**src/rtl/turno_multi.sv**
```systemverilog
// Turn controller: rotates the active player on a move or, with TURNO_TIMER_EN
// defined, on a per-turn timeout, declaring a forfeit after MAX_STRIKES consecutive timeouts.
module turno_multi #(
    parameter int PLAYERS        = 2,
    parameter int TIMEOUT_CYCLES = 250,
    parameter int MAX_STRIKES    = 3,
    parameter int FIRST_PLAYER   = 0,
    localparam int PW = (PLAYERS > 1) ? $clog2(PLAYERS) : 1,
    localparam int TW = $clog2(TIMEOUT_CYCLES + 1)
) (
    input  logic               clk,
    input  logic               rst,
    input  logic               en,
    input  logic               jugado,
    output logic [PW-1:0]      turno,
    output logic [PLAYERS-1:0] turno_oh,
    output logic [TW-1:0]      tiempo_rest,
    output logic               tiempo_fin,
    output logic               abandono,
    output logic [PW-1:0]      perdedor,
    output logic               estado_dbg
);

    if (PLAYERS < 2) begin : g_chk_players
        $error("turno_multi: PLAYERS must be at least 2");
    end
    if (TIMEOUT_CYCLES < 2) begin : g_chk_timeout
        $error("turno_multi: TIMEOUT_CYCLES must be at least 2");
    end
    if (MAX_STRIKES < 1) begin : g_chk_strikes
        $error("turno_multi: MAX_STRIKES must be at least 1");
    end
    if (FIRST_PLAYER < 0 || FIRST_PLAYER >= PLAYERS) begin : g_chk_first
        $error("turno_multi: FIRST_PLAYER out of range");
    end

    localparam logic [PW-1:0]      TURNO_INI = PW'(FIRST_PLAYER);
    localparam logic [PLAYERS-1:0] OH_INI    = PLAYERS'(1) << FIRST_PLAYER;

    // Next player in rotation; the one-hot copy rotates left in lockstep.
    logic [PW-1:0]      turno_sig;
    logic [PLAYERS-1:0] oh_sig;

    assign turno_sig = (turno == PW'(PLAYERS - 1)) ? '0 : turno + 1'b1;
    assign oh_sig    = {turno_oh[PLAYERS-2:0], turno_oh[PLAYERS-1]};

`ifdef TURNO_TIMER_EN

    localparam int SW = $clog2(MAX_STRIKES + 1);

    typedef enum logic {
        JUGANDO = 1'b0,
        FIN     = 1'b1
    } estado_t;

    estado_t       estado;
    logic [SW-1:0] strikes [PLAYERS];

    assign estado_dbg = (estado == FIN);

    // jugado has priority over expiry; FIN only leaves through reset.
    always_ff @(posedge clk) begin
        if (!rst) begin
            estado      <= JUGANDO;
            turno       <= TURNO_INI;
            turno_oh    <= OH_INI;
            tiempo_rest <= TW'(TIMEOUT_CYCLES);
            tiempo_fin  <= 1'b0;
            abandono    <= 1'b0;
            perdedor    <= '0;
            for (int i = 0; i < PLAYERS; i++) begin
                strikes[i] <= '0;
            end
        end else begin
            tiempo_fin <= 1'b0;
            case (estado)
                JUGANDO: begin
                    if (en) begin
                        if (jugado) begin
                            strikes[turno] <= '0;
                            turno          <= turno_sig;
                            turno_oh       <= oh_sig;
                            tiempo_rest    <= TW'(TIMEOUT_CYCLES);
                        end else if (tiempo_rest > TW'(1)) begin
                            tiempo_rest <= tiempo_rest - 1'b1;
                        end else if (strikes[turno] == SW'(MAX_STRIKES - 1)) begin
                            // Final strike: freeze turn and timer, record the loser.
                            strikes[turno] <= strikes[turno] + 1'b1;
                            estado         <= FIN;
                            abandono       <= 1'b1;
                            perdedor       <= turno;
                        end else begin
                            strikes[turno] <= strikes[turno] + 1'b1;
                            turno          <= turno_sig;
                            turno_oh       <= oh_sig;
                            tiempo_rest    <= TW'(TIMEOUT_CYCLES);
                            tiempo_fin     <= 1'b1;
                        end
                    end
                end
                FIN: begin
                end
                default: estado <= JUGANDO;
            endcase
        end
    end

`else

    assign tiempo_rest = '0;
    assign tiempo_fin  = 1'b0;
    assign abandono    = 1'b0;
    assign perdedor    = '0;
    assign estado_dbg  = 1'b0;

    always_ff @(posedge clk) begin
        if (!rst) begin
            turno    <= TURNO_INI;
            turno_oh <= OH_INI;
        end else if (en && jugado) begin
            turno    <= turno_sig;
            turno_oh <= oh_sig;
        end
    end

`endif

endmodule

```
**config.mk**
```make
export PLATFORM = sky130hd
export DESIGN_NAME = turno_multi
export DESIGN_NICKNAME = d
export VERILOG_FILES = /design/src/rtl/turno_multi.sv
export SDC_FILE = /design/constraint.sdc
export NUM_CORES = 1
export LEC_CHECK = 0
export CORE_AREA = 3 3 40 42
export DETAILED_ROUTE_END_ITERATION = 6
export DIE_AREA = 0 0 43 45
export GPL_ROUTABILITY_DRIVEN = 0
export SETUP_SLACK_MARGIN = 0.4
export SYNTH_ARGS = -nofsm -noshare
export SYNTH_HDL_FRONTEND = slang
export SYNTH_SLANG_ARGS = --single-unit
export TNS_END_PERCENT = 50
```
**constraint.sdc**
```tcl
create_clock -name clk -period 0.8 [get_ports clk]
set_input_delay 0.24 -clock clk [delete_from_list [all_inputs] [get_ports clk]]
set_output_delay 0.24 -clock clk [all_outputs]
set_load 0.02 [all_outputs]
```
=== Word-level counts from Yosys, hierarchy flattened ===
Index checks and enable logic that the tools add are counted.

* Memories kept: 0
* Bits in latches: 0
* Input bits: 4
* Bits in read-only memories: 0
* Bits in registers: 3
* Output and inout port bits: 15
* Word-level logic and storage cells: 5
* RAM bits: 0

* Divide/modulo/power cells: 0
* Multiplexer cells: 1
* Reductions and logical operators: 1
* Bitwise gates (word level): 0
* $lt $le $gt $ge: 0
* Shift operators: 0
* $add $sub $neg: 1
* Multiply operators: 0
* Equality and inequality tests: 0

{| class="wikitable"
|+ Operators with widths
! operator !! count
|-
| $add 1x1->1 const B || 1
|-
| $logic_and 1x1->1 || 1
|-
| $mux 1 || 1
|}

=== Depth between registers and ports, before layout ===
* Depth after elaboration: 2
* Gate-level depth with buffers: 2
* Mapped depth without buffers: 2

=== Worst setup path after synthesis ===
Ideal clock, no wire load.

* Path type: register -> register
* Start: register turno
* End: register turno
* Setup time: 0.116 ns
* Cell stages (with the launch flop): 3
* Period minus slack after synthesis: 0.744 ns
* Buffers on the path: 0
* Arrival time: 0.629 ns
* Data required time: 0.684 ns
* Slack: 0.056 ns
* Path through: dfxtp_1 -> nand4b_1 -> o21ai_2

* Longest elaborated chain between the ends: 2

{| class="wikitable"
|+ RTL lines
! what !! line !! RTL
|-
| from (decl) || 15 || <nowiki>output logic [PW-1:0] turno,</nowiki>
|-
| from (signal assigned) || 121 || <nowiki>turno <= turno_sig;</nowiki>
|-
| $add 1x1->1 || 44 || <nowiki>assign turno_sig = (turno == PW'(PLAYERS - 1)) ? '0 : turno + 1'b1;</nowiki>
|-
| $mux 1 * || 44 ||
|}

Every way passes the cells marked *; elsewhere a longest branch is shown, timed or not.
A chain may end at the register's enable or synchronous reset.

=== Worst setup path in the final report ===
* Start: register turno
* End: output port turno

No word-level cell between the ends.

==> results.ini <==
[finish]
fin_area_um2=339
layout.cells.non_filler=55
area_growth_pct=51.4
antenna_cells=0
final_common_cell=conb_1
nets=45
utilization_pct=26.4
drive_gt1_share_pct=50.0
final_cell_mix=conb_1, buf_4, clkbuf_4, buf_6, dfxtp_4

[route]
antenna_left=0
via_per_inst=3.24
drc_errors=0
wire_per_inst_um=7.15
drt_wl_total_um=393
first_pass_iters=4
drtIter0Drc=2
dr_total_vias=178

[place]
pre_cts_slack_ps=-362
hpwlAfterDp_um=321
dp.cells=51
portBuffers=6
placed_area_um2=308

[min_path]
hold_start=en
holdPathEnd=turno$_SDFFE_PN0P_
whs_path_depth=3
hp-class=in -> reg

[worst_setup_path]
r2r_slack_ps=80
cp.arrival_ps=690
r2r_start=turno_oh[1]$_SDFFE_PN0P_
slowest_delay_ps=340
r2r_end=turno_oh[0]$_SDFFE_PN1P_
path_cells=buf_6
r2r_cells=3
crit_family=flip-flops
crit_slowest_cell=dfxtp_4
cp-start-kind=register
crit_buf_inv=1
end_kind=output port
worstPathRequired_ps=560
worstSetupPathType=reg -> out
critPathMaxFanout=3

[clock_network]
clkTransAtPathRegs_ps=40
clock_path_buffers=2
post_cts_buffers=0
htreeDepth=1
cts_tree=built
cts-root-buf=clkbuf_4
numCtsBuffers=3
clock_sinks=3
clock_latency_ps=230

[die]
die_area_mm2=0.00194
dieWidth_um=43
num_io_pins=19
rows=13
start_util_pct=17.4
die_h_um=45
fp.coreArea_mm2=0.00128

[grt]
grt_use_total_pct=5.17
antenna_found_initial=0
grt_max_degree=6
grt_overflow_total=0
grt_pass1_vias=156
grt_pass1_wl_um=621

[status]
status=finished with violations
failed_checks=setup timing

[logic_synthesis]
yosysWarnings=0
synth_largest_area_cell=buf_4
netlist_top_cells_area=buf_4, dfxtp_1, o21ai_2
synth_area_um2=224
yosys.area_share.simple_pct=16.2
synthMuxAreaShare_pct=0
synth_compound_area_share_pct=13.4
synthCells=26
synth_top_family_by_area=buffers and inverters
synthAdderAreaFrac_pct=0
ys_seq_area_share_pct=26.8
synth_xor_area_share_pct=0
syn_area_per_cell_um2=8.61
synth_top_area_share_pct=40.2
synth_cell_types=11
ys_seq_elements=3

[sta]
max_freq_mhz=1070
finalClockSkew_ps=3.76
min_period_ps=933
setup_ws_ps=-133
fin_tns_setup_ps=-383
rsz0062_at_grt=true
hold_violations=0
setup_viol=3
maxSlewViolCount=0
post-route-period-util_pct=117

[run]
cap_violations=0

[power_and_ir_drop]
vdd_drop_max_uv=990
p_leak_nw=0.171
powerDensity_mw_per_mm2=1730

[layout make-up]
type	count	area [um2]
Clock buffer	4	26.3
Fill cell	156	946
Inverter	1	3.75
Multi-Input combinational cell	21	116
Sequential cell	3	71.3
Tap cell	15	18.8
Timing Repair Buffer	11	103
[kinds of logic after synthesis]
kind of cell,count (synthesis)
AOI/OAI and AO/OA,3
buffers and inverters,13
DFF,3
other,1
and+or+nand+nor,6
[metal layers]
layer / global-route usage (%) / vias to the layer above / routed length, um
met2: 5.99 / 13 / 170
met4: 1.81 / 0 / 0
met5: 0 / - / 0
li1: - / 91 / -
met3: 7.57 / 0 / 75
met1: 4.83 / 74 / 146
[stage by stage]
step / power (mW) / hold slack, ps
5_1_grt: 0.644 / 379
3_5_place_dp: 0.323 / 472
2_1_floorplan: 0.300 / 304
6_report: 0.588 / 375
4_1_cts: 0.604 / 400
3_3_place_gp: 0.323 / 472
[cells in the mapped netlist]
master    count
dfxtp_1       3
nand3_1       1
nand4_1       1
nand4b_1      1
and2_4        1
nand2_1       2
o211ai_2      1
buf_4        12
o21ai_2       2
inv_1         1
conb_1        1
[what timing repair did]
action / in CTS / in global routing
setup endpoints to repair: 6 / 6
resized for setup: 20 / 2
hold buffers: 0 / 0
pin swaps: 1 / 2
[report_power, final]
group / switching [mW] / internal (mW) / total (mW) / leakage [nW]
Combinational: 0.0942 / 0.0598 / 0.154 / 0.129
Sequential: 0.00727 / 0.159 / 0.166 / 0.0262
Clock: 0.0800 / 0.187 / 0.267 / 0.0150
Total: 0.182 / 0.406 / 0.588 / 0.171
[worst max path at each step]
stage / start / to / slack [ps] / depth (start not counted)
final: turno$_SDFFE_PN0P_ / turno / -130 / 1
after global routing: turno$_SDFFE_PN0P_ / turno / -170 / 1
after CTS: turno$_SDFFE_PN0P_ / turno / -150 / 1
after detailed placement: turno$_SDFFE_PN0P_ / turno / -360 / 1
after global placement: turno$_SDFFE_PN0P_ / turno / -360 / 1
after floorplan: turno$_SDFFE_PN0P_ / turno$_SDFFE_PN0P_ / 150 / 2
[registers in the layout, indices dropped and copies added, names as in the netlist]
register	cells
turno	1
turno_oh	2
[tightest hold or removal path: stages]
cell and delay [ps]:
dlymetal6s2s_1 100, and2_4 170, o21ai_2 50
Note: power is estimated with default switching activity, not from simulation.
==> RTL edit 1 (same flow settings) <==
`FIRST_PLAYER`: 0 -> 1.
--- a/src/rtl/turno_multi.sv
+++ b/src/rtl/turno_multi.sv
@@ -4,7 +4,7 @@
     parameter int PLAYERS        = 2,
     parameter int TIMEOUT_CYCLES = 250,
     parameter int MAX_STRIKES    = 3,
-    parameter int FIRST_PLAYER   = 0,
+    parameter int FIRST_PLAYER   = 1,
     localparam int PW = (PLAYERS > 1) ? $clog2(PLAYERS) : 1,
     localparam int TW = $clog2(TIMEOUT_CYCLES + 1)
 ) (
Check against the original RTL: not equivalent (Yosys sat finds a counterexample within 4 cycles, from zero or initial values and one cycle with rst low).
==> RTL edit 1 against the original RTL <==
- the flow still finishes with violations (negative setup slack)
- wire length decreased by 2.8%
- setup slack improved by 5.0 ps
- sequential cell count unchanged
- final area decreased by 5.2%
- total power decreased by 2.9%
- clock power decreased by 3%
- clock skew decreased by 2.7 ps
- synthesized area decreased by 2.2%
- count of clock-buffer cells in the layout unchanged
- worst hold slack improved by 9.1 ps
- non-clock buffer count decreased by 1
- global-route usage increased by 0.088 points
- critical path type unchanged
- largest power group unchanged
==> RTL edit 1: results (changes against the original RTL) <==
status finished with violations; failing checks negative setup slack; synth warn 0 (unchanged); Max stage delay on crit path 340 ps (about the same); Psw 0.171 mW (-5.5%); Final setup viols 3 (unchanged); critical path startpoint turno; Regs by FF count turno_oh x2, turno x1; Setup WS post-layout -128 ps (+5.02 ps); maximum vdd drop 496 µV (-50%); Clock Path Buffers 2 (unchanged); Num CTS Buffers 3 (unchanged); dominant synthesized flop cell dfxtp_1; share of layout cells above drive strength 1 0.462 (-0.0385); initial drt markers 3 (+1); final wirelength 382 µm (-2.8%); part of the Yosys area used for sequential elements 0.274 (+0.00613); vias in the first global route 154 (-1.3%); Skew-Pair Late Insertion Delay 230 ps (about the same); initial antenna violation count 0 (unchanged); Worst Min Path Start rst; detail-routed via count per cell 3.17 (-2.2%); Yosys cell types 13 (+2); dpl cell area 295 µm² (-4.1%); crit path DAT 690 ps (about the same); Final Skew 1.10 ps (-2.66 ps); # Post-CTS Setup Buffers 0 (unchanged); H-tree level count 1 (unchanged); Reg2Reg Setup Slack 90 ps; max-slew violations 0 (unchanged); CP endpoint turno; Hold Crit Class primary input to flop; first-pass GRT wire length 627 µm (+0.97%); Non-Filler Instances 54 (-1.8%); Ant. Diodes 0 (unchanged); final net count 44 (-2.2%); Worst R2R Start turno_oh[1]; top cells by area, synth buf_4, dfxtp_1, o211ai_2, and2_4, o21ai_2; R2R Path End turno_oh[0]; placed cell count 50 (-2.0%); hold path depth 2 (-1); Leak 0.160 nW (-6.1%); most frequent cells after synthesis buf_4, dfxtp_1; Yosys top cell area share 0.411 (+0.00919); CP max-delay cell dfxtp_4; Tot GR Track Use 0.0525 (+0.000877); fill count 143 (-8.3%); Top delay family on crit path flip-flops
-- RTL edit 1: cell count changes after synthesis --
cell      before  now
a21oi_1        0    1
and3_1         0    1
nand2_1        2    1
nand4b_1       1    0
o21ai_1        0    1
o21ai_2        2    1
-- RTL edit 1: metal layers --
layer  wire [µm]  GRT usage  part of all wire  vias to the layer above
met1         131     0.0436              0.34                       73
met3          73     0.0677              0.19                        0
met4           0     0.0542                 0                        0
met2         177     0.0569              0.46                       11
li1            -          -                 -                       87
met5           0          0                 0                        -
-- RTL edit 1: final cells by class --
class	instances	area, µm²	share of cell area
multi-input combinational	21	111	0.346
timing repair buffer	10	90.1	0.280
sequential	3	71.3	0.222
clock buffer	4	26.3	0.0817
tap	15	18.8	0.0584
inverter	1	3.75	0.0117
-- RTL edit 1: per-stage QoR --
step | setup WS [ps] | power [mW] | utilization | TNS (ps)
global placement | -379 | 0.316 | 0.230 | -2150
detailed placement | -382 | 0.316 | 0.230 | -2140
CTS | -141 | 0.588 | 0.250 | -414
floorplan | 134 | 0.297 | - | 0
finish | -128 | 0.571 | 0.250 | -375
global route | -156 | 0.617 | 0.250 | -455
-- RTL edit 1: power groups by stage --
stage	Combinational [mW]	Clock [mW]	Sequential, mW
after floorplan	0.115	0	0.182
after global placement	0.149	0	0.167
after detailed placement	0.149	0	0.167
after CTS	0.146	0.275	0.167
after global routing	0.159	0.291	0.167
final	0.146	0.259	0.166
-- RTL edit 1: repair_timing --
action | CTS | global route
setup endpoints to repair | 6 | 6
pin swaps | 1 | 1
cloned | 0 | 0
gates resized for setup | 21 | 0
-- RTL edit 1: worst min path at each step --
| stage | endpoint | slack, ps |
|---|---|---|
| final | turno_oh[1] | 380 |
| after global routing | turno_oh[1] | 390 |
| after CTS | turno_oh[1] | 380 |
| after detailed placement | turno | 530 |
| after global placement | turno | 510 |
| after floorplan | turno_oh[1] | 300 |
-- RTL edit 1: logic make-up after synthesis --
| logic type | Yosys count | synth area share |
|---|---|---|
| AND/OR/NAND/NOR | 5 | 0.137 |
| other | 1 | 0.0171 |
| AO/OA/AOI/OAI | 4 | 0.143 |
| flip-flops | 3 | 0.274 |
| buffers and inverters | 13 | 0.429 |
==> RTL edit 2 (same flow settings) <==
Without the edit above. Add a define of `TURNO_TIMER_EN`.
--- a/src/rtl/turno_multi.sv
+++ b/src/rtl/turno_multi.sv
@@ -1,5 +1,7 @@
 // Turn controller: rotates the active player on a move or, with TURNO_TIMER_EN
 // defined, on a per-turn timeout, declaring a forfeit after MAX_STRIKES consecutive timeouts.
+`define TURNO_TIMER_EN
+
 module turno_multi #(
     parameter int PLAYERS        = 2,
     parameter int TIMEOUT_CYCLES = 250,
Behaviour: not the same (Yosys sat finds a counterexample within 4 cycles, from zero or initial values and one cycle with rst low).
==> RTL edit 2 against the original RTL <==
- the run now fails in global placement
- synthesized area grew to 4.3 times the old value
==> RTL edit 2: results (changes against the original RTL) <==
compound-cell area share of the yosys netlist 0.152 (+0.0178); Err [ERROR GPL-0301] Utilization 102.424 % exceeds 100%.; status did not finish; die width 43 µm (unchanged); synth warn 0 (unchanged); Yosys cell types 36 (+25); cells after synthesis 99 (+280%); Post-Syn Nets between 100 and 150; most frequent cells after synthesis dfxtp_1, nand2_1, nor2_1; top cells by area, synth dfxtp_1, edfxtp_1, mux2i_1, ha_1, o21ai_0; Post-synth EDFFs 4 (+4); part of the Yosys area used for sequential elements 0.453 (+0.185); asr flop ratio synth 0 (unchanged); # port buffers 18 (+12); dominant synthesized flop cell dfxtp_1; Synth Area in Adders 0.0386 (+0.0386); multiplexer share of the synthesized area 0.0746 (+0.0746); Yosys reg bits 20 (+17); Last stage global placement; XOR/XNOR Fraction of Synth Area 0.00901 (+0.00901)
RTL edit 2: changes by cell type after synthesis, sizes merged, moves of 4 or more:
cell	before	now
nand2	2	9
nand3	1	5
mux2i	0	5
inv	1	6
edfxtp	0	4
buf	12	0
o21ai	2	7
dfxtp	3	16
nor2	0	8
RTL edit 2: kinds of logic after synthesis:
| logic type | count (synthesis) |
|---|---|
| simple gates | 41 |
| compound gates | 20 |
| flops | 20 |
| buf+inv | 7 |
| mux | 7 |
| fa+ha+maj | 3 |
| xor+xnor | 1 |
